`config.mk`:
```
export PLATFORM = sky130hd
export DESIGN_NAME = cc_cond_unit
export DESIGN_NICKNAME = d
export VERILOG_FILES = /design/src/rtl/cc_cond_unit.sv
export SDC_FILE = /design/constraint.sdc
export NUM_CORES = 1
export LEC_CHECK = 0
export BUFFER_PORTS_ARGS = -buffer_cell sky130_fd_sc_hd__buf_2
export CORE_AREA = 2 2 95 87
export DETAILED_ROUTE_END_ITERATION = 12
export DIE_AREA = 0 0 97 89
export PLACE_DENSITY = 0.73
export SKIP_CTS_REPAIR_TIMING = 1
export SLEW_MARGIN = 15
export SYNTH_ARGS = -nofsm -noshare
export SYNTH_HDL_FRONTEND = slang
export SYNTH_SLANG_ARGS = --single-unit
```
`constraint.sdc`:
```
create_clock -name clk -period 1.3 [get_ports clk]
set_input_delay 0.065 -clock clk [delete_from_list [all_inputs] [get_ports clk]]
set_output_delay 0.065 -clock clk [all_outputs]
set_load 0.02 [all_outputs]
```
`src/rtl/cc_cond_unit.sv`:
```
// Execute-stage condition-code register, jXX/cmovXX condition evaluation and the E->M
// pipeline register with stall/bubble control.
module cc_cond_unit #(
  parameter int unsigned W         = 64,
  parameter logic [3:0]  RNONE     = 4'hF,
  parameter logic [3:0]  ICODE_NOP = 4'h1
) (
  input  logic         clk,
  input  logic         rst,
  input  logic         e_valid,
  input  logic [3:0]   e_icode,
  input  logic [3:0]   e_ifun,
  input  logic [3:0]   e_dstE,
  input  logic [W-1:0] e_valE,
  input  logic         alu_zf,
  input  logic         alu_sf,
  input  logic         alu_of,
  input  logic         m_exc,
  input  logic         w_exc,
  input  logic         m_stall,
  input  logic         m_bubble,
  output logic         cc_zf,
  output logic         cc_sf,
  output logic         cc_of,
  output logic         e_cnd,
  output logic [3:0]   e_dstE_out,
  output logic         M_valid,
  output logic [3:0]   M_icode,
  output logic         M_cnd,
  output logic [W-1:0] M_valE,
  output logic [3:0]   M_dstE
);

  localparam logic [3:0] ICODE_CMOV = 4'h2;
  localparam logic [3:0] ICODE_OPQ  = 4'h6;
  localparam logic [3:0] ICODE_JXX  = 4'h7;

  logic         r_zf, r_sf, r_of;
  logic         r_m_valid;
  logic [3:0]   r_m_icode;
  logic         r_m_cnd;
  logic [W-1:0] r_m_valE;
  logic [3:0]   r_m_dstE;

  logic         w_set_cc;
  logic         w_cond;
  logic         w_cnd;
  logic [3:0]   w_dstE;

  // CC only updates for an OPq that will actually move on to M without a pending exception.
  assign w_set_cc = e_valid & (e_icode == ICODE_OPQ) & ~m_exc & ~w_exc & ~m_stall & ~m_bubble;

  always_ff @(posedge clk) begin
    if (rst) begin
      r_zf <= 1'b1;
      r_sf <= 1'b0;
      r_of <= 1'b0;
    end else if (w_set_cc) begin
      r_zf <= alu_zf;
      r_sf <= alu_sf;
      r_of <= alu_of;
    end
  end

  always_comb begin
    w_cond = 1'b0;
    case (e_ifun)
      4'h0:    w_cond = 1'b1;
      4'h1:    w_cond = (r_sf ^ r_of) | r_zf;
      4'h2:    w_cond = r_sf ^ r_of;
      4'h3:    w_cond = r_zf;
      4'h4:    w_cond = ~r_zf;
      4'h5:    w_cond = ~(r_sf ^ r_of);
      4'h6:    w_cond = ~(r_sf ^ r_of) & ~r_zf;
      default: w_cond = 1'b0;
    endcase
  end

  assign w_cnd  = e_valid & ((e_icode == ICODE_CMOV) | (e_icode == ICODE_JXX)) & w_cond;
  // A not-taken cmov must not write its destination.
  assign w_dstE = ((e_icode == ICODE_CMOV) && !w_cnd) ? RNONE : e_dstE;

  always_ff @(posedge clk) begin
    if (rst || m_bubble) begin
      r_m_valid <= 1'b0;
      r_m_icode <= ICODE_NOP;
      r_m_cnd   <= 1'b0;
      r_m_valE  <= '0;
      r_m_dstE  <= RNONE;
    end else if (!m_stall) begin
      r_m_valid <= e_valid;
      r_m_icode <= e_icode;
      r_m_cnd   <= w_cnd;
      r_m_valE  <= e_valE;
      r_m_dstE  <= w_dstE;
    end
  end

  assign cc_zf      = r_zf;
  assign cc_sf      = r_sf;
  assign cc_of      = r_of;
  assign e_cnd      = w_cnd;
  assign e_dstE_out = w_dstE;
  assign M_valid    = r_m_valid;
  assign M_icode    = r_m_icode;
  assign M_cnd      = r_m_cnd;
  assign M_valE     = r_m_valE;
  assign M_dstE     = r_m_dstE;

endmodule

```
==> After elaboration in Yosys (flattened, before gate mapping) <==
Index checks and enable logic that the tools add are counted.
{ "word_totals": {"reg_bits": 77, "in_bits": 86, "out_inout_bits": 82, "wordCells": 40} }
{ "classes": {"eq_ne": 9, "mux": 2, "n_bitwise": 17, "n_reduce_logical": 4} }
{ "op_table": {"columns": ["operator", "n"], "rows": [
  ["$eq 4x3->1 const B", 5],
  ["$eq 4x2->1 const B", 3],
  ["$and 1x1->1", 8],
  ["$pmux 1 s7", 1],
  ["$not 1->1", 6],
  ["$eq 4x1->1 const B", 1],
  ["$logic_not 4->1", 1],
  ["$mux 4", 1],
  ["$or 1x1->1", 2],
  ["$logic_and 1x1->1", 1],
  ["$logic_not 1->1", 1],
  ["$logic_or 1x1->1", 1],
  ["$xor 1x1->1", 1]
]} }

==> Logic depth before layout (Yosys ltp) <==
{ "depth": {"depth_word": 8, "ltp_mapped": 5, "ltp_nobuf": 5} }

==> Least setup slack after synthesis <==
No wires, ideal clock.
{ "synth_path": {"path_type": "register to output", "startpoint": "reg r_of, in the netlist cc_of", "endpoint": "out e_cnd", "t_arrival_ns": 1.481, "required_time_ns": 1.235, "setup_slack_ns": -0.246, "path_stages_with_launch": 5, "path_buffers": 0, "path_cell_list": "dfxtp_1 -> xnor2_2 -> a21oi_1 -> or3_4 -> nor3_2"} }
{ "synth_via": {"elab_chain_cells": 5, "elab_cells_between_ends": 6, "classes_between": "1 x mux; 5 x bitwise"} }
{ "synth_rtl": {"columns": ["item", "line", "rtl"], "rows": [
  ["start: declaration", "38", "logic r_zf, r_sf, r_of;"],
  ["start signal: assignment", "61", "r_of <= alu_of;"],
  ["$xor 1x1->1 (*)", null, null],
  ["$not 1->1", "73, 74", null],
  ["$and 1x1->1", "74", "4'h6: w_cond = ~(r_sf ^ r_of) & ~r_zf;"],
  ["$pmux 1 s7 (*)", "67", "case (e_ifun)"],
  ["$and 1x1->1 (*)", "79", "assign w_cnd = e_valid & ((e_icode == ICODE_CMOV) | (e_icode == ICODE_JXX)) & w_cond;"],
  ["end: declaration", "25", "output logic e_cnd,"]
]} }
Mark *: on every way between the ends. The rest lies on a longest branch, timed or not.

==> Worst setup path in the final report <==
Ends and elaborated chain as after synthesis.

==> metrics.json <==
{
  "timing": {
    "timing.final.crit_share_pct": 141,
    "slew_headroom_pct": 75.5,
    "clock_tree_skew_after_final_layout_ns": 0.0106,
    "fmax_mhz": 546,
    "max_slew.worst_pin.slew_ns": 0.365,
    "grt_setup_unrepaired": "true",
    "number_of_hold_violations_in_the_final_report": 4,
    "slew_violations": 0,
    "final.min_clock_period_ns": 1.83,
    "setup_viol": 10,
    "holdWs_ns": -0.0210,
    "layout_setup_ws_ns": -0.530
  },
  "yosys": {
    "share_of_the_synthesized_area_in_the_top_cell_type_pct": 53.0,
    "yosys_warnings": 0,
    "syn-num-nets": 366,
    "avgSynthCellArea_um2": 10.4,
    "post_synth_top_area_cell": "dfxtp_1",
    "post_syn_instances": 280,
    "ys_ff_latch": 77,
    "synth.lib_cells_used.distinct": 28,
    "area_of_the_mapped_netlist_um2": 2910,
    "synth-seq-area-share_pct": 53.0,
    "ranking_of_synthesized_cells_by_area": "dfxtp_1 53%, mux2i_1 24%, nor2_1 9.3%"
  },
  "power": {
    "power_switching_share_pct": 23.4,
    "p_comb_share_pct": 15.2,
    "pwr_density_cell_nw_per_um2": 1110,
    "clkPwrFrac_pct": 39.1,
    "total_switching_power_uw": 1260,
    "sequential_share_of_power_pct": 45.7,
    "power.ir.vdd_worst_uv": 773,
    "power.static_leakage_uw": 0.00244,
    "report.power.total_uw": 5380,
    "cellInternalPower_uw": 4130
  },
  "global_routing": {
    "antenna_found_initial": 0,
    "grt_max_degree": 46,
    "grt.overflow.total": 0,
    "first_global_vias": 2407,
    "groute.usage.overall_pct": 15.9,
    "grt_first_pass_wirelength_mm": 11.1
  },
  "place": {
    "numPortBuffers": 167,
    "placedInstanceArea_um2": 3920,
    "place_congestion": 0.693,
    "hpwl_reported_at_the_end_of_detailed_placement_mm": 5.34
  },
  "cts": {
    "cts-htree-levels": 3,
    "clock-root-buffer": "clkbuf_8",
    "cts_buffer_depth": 2,
    "clk_latency_ns": 0.34,
    "clock_sinks": 77,
    "clock_pin_slew_of_the_registers_on_the_worst_case_setup_and_hold_paths_ns": 0.08,
    "cts_made_buffers": 9,
    "cts_tree": "built"
  },
  "finish": {
    "fin_nets": 600,
    "drive_gt1_share_pct": 40.7,
    "areaGrowthSynthToFinish_pct": 66.1,
    "stdcell_area_um2": 4830,
    "fin_util_pct": 64.1,
    "num_antenna_cells": 0
  },
  "floorplan": {
    "vertical_extent_of_the_die_um": 89,
    "top_level_ports": 168,
    "row_count": 30,
    "die_area_um2": 8630,
    "core-area_um2": 7540,
    "start_util_pct": 38.6,
    "die-width_um": 97
  },
  "route": {
    "drt-wirelength-per-cell_um": 13.3,
    "firstDrtPassIters": 4,
    "drtIter0Drc": 40,
    "residual_drc": 0,
    "dr_total_vias": 2781,
    "via_to_cell_ratio": 4.52,
    "totalWireLength_mm": 8.20,
    "antenna_violating_nets_post_route": 0
  },
  "setup_path": {
    "critPathRequiredTime_ns": 1.24,
    "timing.critical_path.fanout_max": 2,
    "crit_path_end_kind": "output pin",
    "cp_class": "flop to output pin",
    "timing.critical_path.arrival_ns": 1.77,
    "startpoint_type": "flop"
  },
  "outcome": {
    "run_status": "finished with violations",
    "failed_checks": "hold timing, setup timing"
  },
  "hold_path": {
    "hp-class": "input pin to flop"
  },
  "flow_run": {
    "cap_viol_max_count": 0
  }
}
logic make-up after synthesis:
| logic type | count (synthesis) | share of synthesized area [%] |
|---|---|---|
| compound gates | 13 | 3.18 |
| xor+xnor | 2 | 0.860 |
| buf+inv | 20 | 3.31 |
| flops | 77 | 53.0 |
| mux | 69 | 23.7 |
| simple gates | 99 | 16.0 |
layer usage:
metal	up-vias	part of all wire, %	GRT usage (%)
li1	1403	-	-
met1	1271	38	17.5
met2	92	55	29.4
met3	15	4.9	5.00
met4	0	1.9	6.15
met5	-	0	0
registers in the layout, indices dropped and copies added, names as in the netlist:
signal	count
M_icode	4
M_valE	64
M_valid	1
M_cnd	1
cc_of	1
M_dstE	4
cc_sf	1
cc_zf	1
final timing paths:
path	startpoint	cells after the start	slack (ns)	to
worst min-delay path	e_valE[57]	3	-0.02	M_valE[57]
worst max-delay path	cc_of	6	-0.53	e_cnd
worst max register to register	cc_of	6	-0.20	M_dstE[0]
worst min register to register	M_icode[0]	1	0.46	M_icode[0]
critical path: stages, from the launching register on:
cell,delay [ns]
dfxtp_4,0.37
xnor2_4,0.15
nor3b_4,0.15
buf_4,0.12
or3_4,0.35
nor3_4,0.14
buf_6,0.14
power groups by stage:
stage	Sequential, µW	Combinational (µW)	Clock [µW]
2_1_floorplan	2610	290	0
3_3_place_gp	2510	646	0
3_5_place_dp	2520	660	0
4_1_cts	2460	662	2180
5_1_grt	2470	882	2270
6_report	2460	819	2100
cells in the mapped netlist (all sizes together):
cell type / number
a211o: 2
a21oi: 7
buf: 13
clkbuf: 5
dfxtp: 77
inv: 2
mux2i: 69
nand2: 2
nand2b: 5
nand3: 1
nand3b: 1
nor2: 72
nor2b: 3
nor3: 6
nor3b: 5
nor4b: 1
o21ai: 1
o22ai: 1
o31ai: 2
or2: 1
or3: 1
or4: 1
xnor2: 1
xor2: 1
final cells by class:
class                      instances  area, µm²
clock inverter                     6        111
inverter                           2       7.51
fill                             620       2710
multi-input combinational        183       1330
tap                               96        120
sequential                        77       1550
timing repair buffer             241       1580
clock buffer                      10        128
layout by cell type, fill, tap and decap left out, types with 2 or more instances in the layout:
master         Yosys  final
dfxtp_1           77     74
buf_4              2     11
a21oi_2            0      4
clkbuf_8           0      9
a211o_1            2      2
inv_1              2      2
buf_2             11    165
buf_12             0      2
a21oi_1            7      3
nand2b_1           5      5
bufinv_16          0      3
o31ai_4            1      2
nor2b_1            3      2
nand2_1            2      2
dfxtp_4            0      3
nor3_1             5      5
nor2_1            72     72
nor3b_1            4      4
mux2i_1           69     69
dlygate4sd3_1      0     62
stage by stage:
stage               TNS (ns)  instances  setup WS (ns)
floorplan            -0.0682        280        -0.0682
global placement      -0.911        535         -0.141
detailed placement     -1.15        535         -0.175
CTS                    -3.22        551         -0.566
global route           -3.87        615         -0.613
finish                 -3.18        615         -0.530
Power figures use the tool's default switching activity.
